### src/rtl/trace_capture_ctrl.sv
// trace_capture_ctrl: trigger-driven capture of retired {pc, inst} records from the
// WB-stage tracer bus into a circular buffer, then readout over a valid/ready port.
// Purely observational: it never back-pressures the core.
//
// Ports:
//   ACLK, ARESET        clock, asynchronous active-high reset
//   wb_trace[63:0]      WB trace record, packed as {pc[63:32], inst[31:0]}
//   wb_retire           wb_trace holds a retiring instruction this cycle
//   arm / abort         pulses: start a fresh capture / discard and go idle
//   trig_pc, post_cnt   trigger address and post-trigger retire count (sampled on arm)
//   trig_occ[7:0]       (TRACE_TRIG_OCC_EN only) fire on the Nth match, 0 means 1
//   busy, triggered     capture in progress / trigger fired in current capture
//   rd_valid/rd_ready   readout handshake; rd_pc, rd_inst, rd_last carry the entry
//   fill                valid entries held (0..DEPTH)
//
// Build option: define TRACE_TRIG_OCC_EN to add the trig_occ occurrence-count trigger.
module trace_capture_ctrl #(
  parameter int unsigned DEPTH = 16,
  localparam int unsigned PTR_W = $clog2(DEPTH),
  localparam int unsigned XLEN  = 32
) (
  input  logic              ACLK,
  input  logic              ARESET,
  input  logic [XLEN+31:0]  wb_trace,
  input  logic              wb_retire,
  input  logic              arm,
  input  logic              abort,
  input  logic [XLEN-1:0]   trig_pc,
  input  logic [PTR_W-1:0]  post_cnt,
`ifdef TRACE_TRIG_OCC_EN
  input  logic [7:0]        trig_occ,
`endif
  output logic              busy,
  output logic              triggered,
  output logic              rd_valid,
  input  logic              rd_ready,
  output logic [XLEN-1:0]   rd_pc,
  output logic [31:0]       rd_inst,
  output logic              rd_last,
  output logic [PTR_W:0]    fill
);

  localparam logic [PTR_W:0] FULL = (PTR_W+1)'(DEPTH);

  typedef enum logic [1:0] {S_IDLE, S_ARMED, S_POST, S_DRAIN} state_t;

  state_t            state_q, state_d;
  logic [PTR_W-1:0]  wr_ptr_q, wr_ptr_d;
  logic [PTR_W-1:0]  rd_ptr_q, rd_ptr_d;
  logic [PTR_W:0]    fill_d;
  logic [PTR_W-1:0]  remain_q, remain_d;
  logic [PTR_W-1:0]  post_q, post_d;
  logic [XLEN-1:0]   trig_pc_q, trig_pc_d;
  logic              triggered_d, busy_d, rd_valid_d, rd_last_d;
  logic              wr_en, pc_hit, fire;

  logic [XLEN-1:0]   mem_pc   [DEPTH];
  logic [31:0]       mem_inst [DEPTH];

  assign pc_hit = (wb_trace[XLEN+31:32] == trig_pc_q);

`ifdef TRACE_TRIG_OCC_EN
  logic [7:0] occ_q, occ_d, occ_tgt_q, occ_tgt_d;
  // Fire when this match is the target occurrence.
  assign fire = pc_hit && (8'(occ_q + 8'd1) == occ_tgt_q);
`else
  assign fire = pc_hit;
`endif

  // Next-state and datapath update.
  always_comb begin
    state_d     = state_q;
    wr_ptr_d    = wr_ptr_q;
    rd_ptr_d    = rd_ptr_q;
    fill_d      = fill;
    remain_d    = remain_q;
    post_d      = post_q;
    trig_pc_d   = trig_pc_q;
    triggered_d = triggered;
    wr_en       = 1'b0;
`ifdef TRACE_TRIG_OCC_EN
    occ_d       = occ_q;
    occ_tgt_d   = occ_tgt_q;
`endif

    case (state_q)
      S_IDLE: begin
        if (arm) begin
          state_d     = S_ARMED;
          wr_ptr_d    = '0;
          fill_d      = '0;
          triggered_d = 1'b0;
          trig_pc_d   = trig_pc;
          // post_cnt is PTR_W wide, so it can never exceed DEPTH-1 and the
          // trigger entry always survives the post window.
          post_d      = post_cnt;
`ifdef TRACE_TRIG_OCC_EN
          occ_d       = 8'd0;
          occ_tgt_d   = (trig_occ == 8'd0) ? 8'd1 : trig_occ;
`endif
        end
      end
      S_ARMED, S_POST: begin
        if (wb_retire) begin
          wr_en    = 1'b1;
          wr_ptr_d = wr_ptr_q + PTR_W'(1);
          fill_d   = (fill == FULL) ? FULL : fill + (PTR_W+1)'(1);
          if (state_q == S_ARMED) begin
`ifdef TRACE_TRIG_OCC_EN
            if (pc_hit) occ_d = 8'(occ_q + 8'd1);
`endif
            if (fire) begin
              triggered_d = 1'b1;
              remain_d    = post_q;
              state_d     = (post_q == '0) ? S_DRAIN : S_POST;
            end
          end else begin
            remain_d = remain_q - PTR_W'(1);
            if (remain_q == PTR_W'(1)) state_d = S_DRAIN;
          end
        end
      end
      S_DRAIN: begin
        if (rd_valid && rd_ready) begin
          rd_ptr_d = rd_ptr_q + PTR_W'(1);
          fill_d   = fill - (PTR_W+1)'(1);
          if (fill == (PTR_W+1)'(1)) state_d = S_IDLE;
        end
      end
      default: state_d = S_IDLE;
    endcase

    // On DRAIN entry point at the oldest entry; a full buffer has wrapped.
    if (state_q != S_DRAIN && state_d == S_DRAIN)
      rd_ptr_d = (fill_d == FULL) ? wr_ptr_d : '0;

    // abort wins over arm and over a same-cycle capture write.
    if (abort) begin
      state_d     = S_IDLE;
      fill_d      = '0;
      triggered_d = 1'b0;
      wr_en       = 1'b0;
`ifdef TRACE_TRIG_OCC_EN
      occ_d       = 8'd0;
`endif
    end

    busy_d     = (state_d == S_ARMED) || (state_d == S_POST);
    rd_valid_d = (state_d == S_DRAIN) && (fill_d != '0);
    rd_last_d  = (state_d == S_DRAIN) && (fill_d == (PTR_W+1)'(1));
  end

  // State and registered outputs.
  always_ff @(posedge ACLK or posedge ARESET) begin
    if (ARESET) begin
      state_q   <= S_IDLE;
      wr_ptr_q  <= '0;
      rd_ptr_q  <= '0;
      fill      <= '0;
      remain_q  <= '0;
      post_q    <= '0;
      trig_pc_q <= '0;
      triggered <= 1'b0;
      busy      <= 1'b0;
      rd_valid  <= 1'b0;
      rd_last   <= 1'b0;
`ifdef TRACE_TRIG_OCC_EN
      occ_q     <= 8'd0;
      occ_tgt_q <= 8'd1;
`endif
    end else begin
      state_q   <= state_d;
      wr_ptr_q  <= wr_ptr_d;
      rd_ptr_q  <= rd_ptr_d;
      fill      <= fill_d;
      remain_q  <= remain_d;
      post_q    <= post_d;
      trig_pc_q <= trig_pc_d;
      triggered <= triggered_d;
      busy      <= busy_d;
      rd_valid  <= rd_valid_d;
      rd_last   <= rd_last_d;
`ifdef TRACE_TRIG_OCC_EN
      occ_q     <= occ_d;
      occ_tgt_q <= occ_tgt_d;
`endif
    end
  end

  // Capture buffer; contents are don't-care after reset.
  always_ff @(posedge ACLK) begin
    if (wr_en) begin
      mem_pc[wr_ptr_q]   <= wb_trace[XLEN+31:32];
      mem_inst[wr_ptr_q] <= wb_trace[31:0];
    end
  end

  // Readout data follows rd_ptr directly; zero when nothing is offered.
  assign rd_pc   = rd_valid ? mem_pc[rd_ptr_q]   : '0;
  assign rd_inst = rd_valid ? mem_inst[rd_ptr_q] : '0;

endmodule

### config.mk
export PLATFORM = sky130hd
export DESIGN_NAME = trace_capture_ctrl
export DESIGN_NICKNAME = d
export VERILOG_FILES = /design/src/rtl/trace_capture_ctrl.sv
export SDC_FILE = /design/constraint.sdc
export NUM_CORES = 1
export LEC_CHECK = 0
export CORE_ASPECT_RATIO = 1.25
export CORE_MARGIN = 5
export CORE_UTILIZATION = 60
export DETAILED_ROUTE_END_ITERATION = 8
export GPL_TIMING_DRIVEN = 0
export PLACE_DENSITY_LB_ADDON = 0.2
export SLEW_MARGIN = 20
export SYNTH_ARGS = -nofsm -noshare
export SYNTH_HDL_FRONTEND = slang
export SYNTH_SLANG_ARGS = --single-unit
### constraint.sdc
create_clock -name ACLK -period 8.05 [get_ports ACLK]
set_input_delay 2.0125 -clock ACLK [delete_from_list [all_inputs] [get_ports ACLK]]
set_output_delay 2.0125 -clock ACLK [all_outputs]
set_load 0.02 [all_outputs]
==> summary.md, run 1 <==
| Metric | Value |
|---|---|
| Most area-consuming cells after synthesis | `edfxtp_1, mux4_2, dfrtp_1, mux2_2, and2_1` |
| Max-slew violations | `0` |
| Cells after synthesis | `1825` |
| Yosys top cell area share | `0.728` |
| Skew-Pair Late Insertion Delay | `0.65 ns` |
| Synth unique cells | `57` |
| Power per cell area | `226 nW/µm²` |
| Synth area leader | `edfxtp_1` |
| Maximum fanout along the worst path | `10` |
| ANT nets after route | `0` |
| Max-cap violations | `0` |
| Status | `complete, no violations` |
| Post-DP HPWL | `67.5 mm` |
| Synth Register Bits | `1083` |
| Yosys Warn Count | `0` |
| # port buffers | `178` |
| Root Driver | `clkbuf_16` |
| Critical path type | `reg -> out` |
| Sequential fraction of the synthesis area | `0.763` |
| Sequential fraction of design power | `0.556` |
| TritonRoute pass-1 iters | `5` |
| Die area | `75800 µm²` |
| Worst VDD drop | `0.160 mV` |
| Mapped Avg Cell Area | `23.1 µm²` |
| DRC errors left | `0` |
| Synth Net Count | `1946` |
| WP data arrival | `4.81 ns` |
| Leak pwr | `15.8 nW` |
| Vias per cell | `6.51` |
| Worst slew margin | `0.264` |
| Antenna violations before repair | `2` |
| Max Clk Rate | `0.147 GHz` |
| Fin Setup TNS | `0 ns` |
| Postcts setup bufs | `0` |
| Wirelength per Cell | `31.7 µm` |
| Die W | `247 µm` |
| Maximum root-to-sink buffer count | `3` |
| CTS Buf Count | `99` |
| Post-synth EDFFs | `1024` |
| RSZ-0062 raised after global routing | `no` |
| Final Cycle Share | `0.848` |
| Main flop type after synthesis | `edfxtp_1` |
| Io pins | `179` |
| Final setup viols | `0` |
| Worst Skew | `0.0200 ns` |
| Final core occ | `0.718` |
| Proportion of layout cells with a drive suffix above 1 | `0.301` |
| WL final | `104 mm` |
| Synth async-reset ratio | `0.0545` |
| H-tree levels | `3` |
| Worst Max-Slew Pin Slew | `1.10 ns` |
| Internal power | `0.00901 W` |
| Sw Pwr | `0.00228 W` |
| Number of hold buffers added after CTS | `0` |
| Final Hold Fails | `0` |
| Core area | `69600 µm²` |
| Startpoint class of the critical path | `flip-flop` |
| Crit. End Element | `output pin` |
| Comb power frac | `0.034` |
| Sink Count | `1083` |
| Routability cong. | `0.813` |
| Hold Crit Class | `reg -> reg` |
| Std-Cell Rows | `108` |
| Clock Power Share | `0.410` |
| CTS tree | `done` |
| Syn-to-layout area delta | `18.4%` |
| Pin count of the biggest net entering global routing | `35` |
| Shortest period the worst path allows | `6.83 ns` |
| Post-CTS resize count | `0` |
| Gr ovfl total | `0` |
| Clk pin slew, worst setup/hold paths | `0.07 ns` |
| Via Count | `21296` |
| Switching share of power | `0.202` |
| Final net count | `2371` |
| Synth Cell Area | `42200 µm²` |
| WHS | `0.525 ns` |
| Vias in the first global route | `22447` |
| Initial Utilization | `0.607` |
| DRT iter0 DRCs | `2831` |
| Chip Height | `307 µm` |
| CP required | `6.04 ns` |
| GRT Total Usage | `0.279` |
| First-pass GRT wire length | `152 mm` |
| Tot Pwr | `0.0113 W` |
## metrics by stage
step           std cells  setup WS [ns]  instance area, µm²
2_1_floorplan       1825          0.280               42200
5_1_grt             3270           1.19               50000
3_3_place_gp        2938          -6.05               45200
4_1_cts             3268           1.26               50000
3_5_place_dp        3084           2.03               46800
6_report            3272           1.22               50000
## logic make-up after synthesis
logic type	synth area share
compound gates	0.00913
xor+xnor	0.00747
fa+ha+maj	0.00445
buf+inv	0.0111
flops	0.763
mux	0.182
simple gates	0.0222
## synth_stat cells (all sizes together), types with 2 or more instances
cell type and instances:
o21ai 9, xor2 34, o211ai 2, nor4b 2, nor2 15, clkbuf 59
nor4 9, nand2b 9, mux4 320, a22oi 2, dfrtp 59, nor3 20
nand3 5, inv 12, a21oi 13, mux2i 7, o22ai 4, a21o 2
mux2 37, edfxtp 1024, xnor2 2, a22o 4, nand2 19, buf 37
a31oi 6, nand4 6, nor2b 3, ha 15, and2 66, a211oi 3
## layout by cell type (no fill, tap or decap), types with 18 or more instances in the layout
cell                n
and2_1             65
buf_2              28
buf_4              92
buf_6              40
clkbuf_1           77
clkbuf_16         101
clkdlybuf4s50_1   178
clkinv_1           22
clkinv_2           18
dfrtp_1            59
edfxtp_1         1024
mux2_2             37
mux4_2            320
nand2_1            19
xor2_1             34
## layout make-up
| cell class | count | area [µm²] |
|---|---|---|
| plain buffers | 96 | 429 |
| well taps | 935 | 1170 |
| clock buffers | 125 | 2650 |
| repair buffers | 324 | 3310 |
| inverters | 12 | 47.5 |
| diodes | 4 | 10.0 |
| multi-input cells | 634 | 9610 |
| clock inverters | 59 | 523 |
| fillers | 3926 | 19600 |
| flip-flops and latches | 1083 | 32200 |
## flip-flops by register name, summed over array words and instances (netlist names)
register,flops
busy,1
fill,5
mem_inst,512
mem_pc,512
post_q,4
rd_last,1
rd_ptr_q,4
rd_valid,1
remain_q,4
state_q,2
trig_pc_q,32
triggered,1
wr_ptr_q,4
## metal layers
metal | track usage | routed length [µm]
met1 | 0.388 | 37000
met2 | 0.470 | 53900
met3 | 0.0471 | 9920
met4 | 0.0820 | 2960
met5 | 0 | 0
## path summary, 6_finish.rpt
check / cells past startpoint / slack (ns) / to / start
worst max register to register: 10 / 4.46 / mem_inst[7][1] / state_q[0]
max in group asynchronous: 3 / 5.84 / rd_ptr_q[3] / ARESET
worst max-delay path: 7 / 1.22 / rd_pc[31] / rd_ptr_q[1]
worst min register to register: 1 / 0.53 / trig_pc_q[1] / trig_pc_q[1]
worst min-delay path: 1 / 0.53 / trig_pc_q[1] / trig_pc_q[1]
min in group asynchronous: 2 / 1.69 / trig_pc_q[7] / ARESET
## critical path, stage by stage, from the launching register on
cell	delay [ns]
dfrtp_1	0.37
clkbuf_1	0.53
clkbuf_1	0.72
clkbuf_1	0.80
mux4_2	0.45
mux4_2	0.46
and2_1	0.17
clkdlybuf4s50_1	0.64
## power by group through the flow
stage / clock network [W] / registers [W] / logic (W)
6_report: 0.00463 / 0.00628 / 0.000380
5_1_grt: 0.00492 / 0.00628 / 0.000409
4_1_cts: 0.00467 / 0.00628 / 0.000377
3_5_place_dp: 0 / 0.00640 / 0.000374
3_3_place_gp: 0 / 0.00640 / 0.000339
2_1_floorplan: 0 / 0.00639 / 0.000170
(Power assumes the default switching activity.)
==> inputs of run 2 (changes only) <==
- CORE_UTILIZATION: 60 -> 54
- clock period: 8.05 -> 5.5 ns (I/O delays scaled with it)
==> summary.md, run 2 (synthesized netlist as in run 1, its figures left out) <==
| Metric | Value |
|---|---|
| Vias per cell | `6.21 (was 6.51)` |
| Placed Instance Area | `46900 µm² (was 46800 µm²)` |
| Commonest non-fill, non-tap cell in the layout | `edfxtp_1 (unchanged)` |
| CTS tree | `done (unchanged)` |
| Max-slew violations | `0 (unchanged)` |
| H-tree levels | `3 (unchanged)` |
| WL final | `102 mm (was 104 mm)` |
| Worst Skew | `0.0261 ns (was 0.0200 ns)` |
| DRT iter0 DRCs | `2257 (was 2831)` |
| Status | `complete, no violations (unchanged)` |
| Hold depth | `1 (unchanged)` |
| WP data arrival | `4.04 ns (was 4.81 ns)` |
| Area of the multi-input gates | `9650 µm² (was 9610 µm²)` |
| Worst R2R End | `mem_inst[7][23] (was mem_inst[7][1])` |
| GRT Total Usage | `0.246 (was 0.279)` |
| Std-Cell Rows | `114 (was 108)` |
| Final setup viols | `0 (unchanged)` |
| ANT nets after route | `0 (unchanged)` |
| Slack of the worst reg-to-reg path | `2.21 ns (was 4.46 ns)` |
| Chip Height | `323 µm (was 307 µm)` |
| Power per cell area | `331 nW/µm² (was 226 nW/µm²)` |
| Die W | `260 µm (was 247 µm)` |
| Final Cycle Share | `0.985` |
| Pin count of the biggest net entering global routing | `38 (was 35)` |
| DRC errors left | `0 (unchanged)` |
| Maximum root-to-sink buffer count | `3 (unchanged)` |
| Die area | `83900 µm² (was 75800 µm²)` |
| Gr ovfl total | `0 (unchanged)` |
| Maximum fanout along the worst path | `10 (unchanged)` |
| Worst setup path start | `rd_ptr_q[0] (was rd_ptr_q[1])` |
| Critical path type | `reg -> out (unchanged)` |
| Io pins | `179 (unchanged)` |
| Number of hold buffers added after CTS | `0 (unchanged)` |
| CP Cell Sequence | `clkbuf_2, clkbuf_2, buf_2, mux4_2, mux4_2, and2_1, clkdlybuf4s50_1 (was clkbuf_1, clkbuf_1, clkbuf_1, mux4_2, mux4_2, and2_1, clkdlybuf4s50_1)` |
| Max Clk Rate | `0.185 GHz` |
| FF/Latch Area | `32200 µm² (unchanged)` |
| Routability cong. | `0.820 (was 0.813)` |
| Skew-Pair Late Insertion Delay | `0.67 ns (was 0.65 ns)` |
| Vias in the first global route | `22002 (was 22447)` |
| Worst Reg2Reg Path Length in Cells | `7 (was 10)` |
| Worst VDD drop | `0.294 mV (was 0.160 mV)` |
| Final Hold Fails | `0 (unchanged)` |
| Hold endpoint | `trig_pc_q[25] (was trig_pc_q[1])` |
| CTS Buf Count | `100 (was 99)` |
| Syn-to-layout area delta | `19.0% (was 18.4%)` |
| Hold Crit Class | `reg -> reg (unchanged)` |
| Antenna violations before repair | `3 (was 2)` |
| Buf+Inv Stages, Crit Path | `4 (unchanged)` |
| RSZ-0062 raised after global routing | `yes (was no)` |
| Initial Utilization | `0.545 (was 0.607)` |
| Startpoint class of the critical path | `flip-flop (unchanged)` |
| Tot Pwr | `0.0166 W (was 0.0113 W)` |
| First-pass GRT wire length | `149 mm (was 152 mm)` |
| # fillers | `5006 (was 3926)` |
| Top Registers | `mem_inst: 512 flops, mem_pc: 512 flops, trig_pc_q: 32 flops (unchanged)` |
| Shortest period the worst path allows | `5.42 ns` |
| Crit. path cell count | `7 (unchanged)` |
| Via Count | `20795 (was 21296)` |
| CP required | `4.12 ns (was 6.04 ns)` |
| TritonRoute pass-1 iters | `5 (unchanged)` |
| CP peak stage delay | `0.57 ns (was 0.80 ns)` |
| Fin area | `50200 µm² (was 50000 µm²)` |
| Crit. End Element | `output pin (unchanged)` |
| Critical path's top delay family | `buffers and inverters (unchanged)` |
| Post-DP HPWL | `67.5 mm (about the same)` |
| Worst slew margin | `0.312 (was 0.264)` |
| Max-cap violations | `0 (unchanged)` |
| Worst Max-Slew Pin Slew | `1.03 ns (was 1.10 ns)` |
| Wirelength per Cell | `30.4 µm (was 31.7 µm)` |
| Core area | `77500 µm² (was 69600 µm²)` |
| Reg2Reg Launch Point | `state_q[1] (was state_q[0])` |
| Root Driver | `clkbuf_16 (unchanged)` |
| Final net count | `2338 (was 2371)` |
| Clk pin slew, worst setup/hold paths | `0.06 ns (was 0.07 ns)` |
| Hold wc startpoint | `trig_pc_q[25] (was trig_pc_q[1])` |
| # port buffers | `178 (unchanged)` |
| Sink Count | `1083 (unchanged)` |
| Most frequent cells in the layout | `edfxtp_1, mux4_2, clkdlybuf4s50_1, clkbuf_16, and2_1 (was edfxtp_1, mux4_2, clkdlybuf4s50_1, clkbuf_16, buf_4)` |
| Proportion of layout cells with a drive suffix above 1 | `0.307 (was 0.301)` |
| Postcts setup bufs | `0 (unchanged)` |
| CP max-delay cell | `mux4_2 (was clkbuf_1)` |
| Post-CTS resize count | `30 (was 0)` |
| Leak pwr | `15.9 nW (was 15.8 nW)` |
[run 2: changes by cell type in the layout (fill, tap and decap cells not counted), sizes merged]
cell    previous run  this run
buf              181       141
clkbuf           186       189
diode              4         1
inv               14        17
bufinv             9        11
[run 2: worst max path at each step]
stage	endpoint	slack [ns]
after floorplan	mem_inst[9][0]	-1.44
after global placement	mem_inst[15][0]	-7.97
after detailed placement	rd_pc[12]	0.08
after CTS	rd_pc[13]	0.008
after global routing	rd_inst[11]	-0.04
final	rd_pc[23]	0.08
[run 2: cell type report]
cell class	count	area share
Buffer	96	0.00969
Clock buffer	122	0.0525
Sequential cell	1083	0.641
Tap cell	1044	0.0260
Clock inverter	64	0.0125
Timing Repair Buffer	290	0.0649
Antenna cell	1	0.0000498
Inverter	12	0.000946
Multi-Input combinational cell	634	0.192
[run 2: worst register-to-register path, cell delays in order, from the launching register on]
cell      delay, ns
dfrtp_1        0.43
inv_1          0.10
ha_1           0.39
clkbuf_1       0.43
nand2_1        0.35
nor3_4         0.78
buf_8          0.28
buf_6          0.23
[run 2: routing by layer]
| metal | GRT usage | share of wire | routed length, µm |
|---|---|---|---|
| met5 | 0 | 0.00013 | 13 |
| met4 | 0.0648 | 0.023 | 2330 |
| met3 | 0.0397 | 0.081 | 8230 |
| met2 | 0.419 | 0.52 | 52800 |
| met1 | 0.338 | 0.38 | 38500 |
[run 2: where the power goes]
| part | switching [W] | internal [W] | leakage [nW] |
|---|---|---|---|
| Clock | 0.00295 | 0.00394 | 1.59 |
| Sequential | 0.0000704 | 0.00912 | 9.94 |
| Combinational | 0.000324 | 0.000236 | 4.36 |
[run 2: stage by stage]
| stage | cells | setup TNS (ns) | utilization | worst slack, ns | hold WS [ns] |
|---|---|---|---|---|---|
| floorplan | 1825 | -457.21 | - | -1.44 | 0.470 |
| global placement | 3047 | -5030.71 | 0.585 | -7.97 | 0.501 |
| detailed placement | 3159 | 0 | 0.606 | 0.0849 | 0.515 |
| CTS | 3345 | 0 | 0.648 | 0.00785 | 0.530 |
| global route | 3345 | -0.202 | 0.649 | -0.0421 | 0.536 |
| finish | 3346 | 0 | 0.649 | 0.0823 | 0.531 |
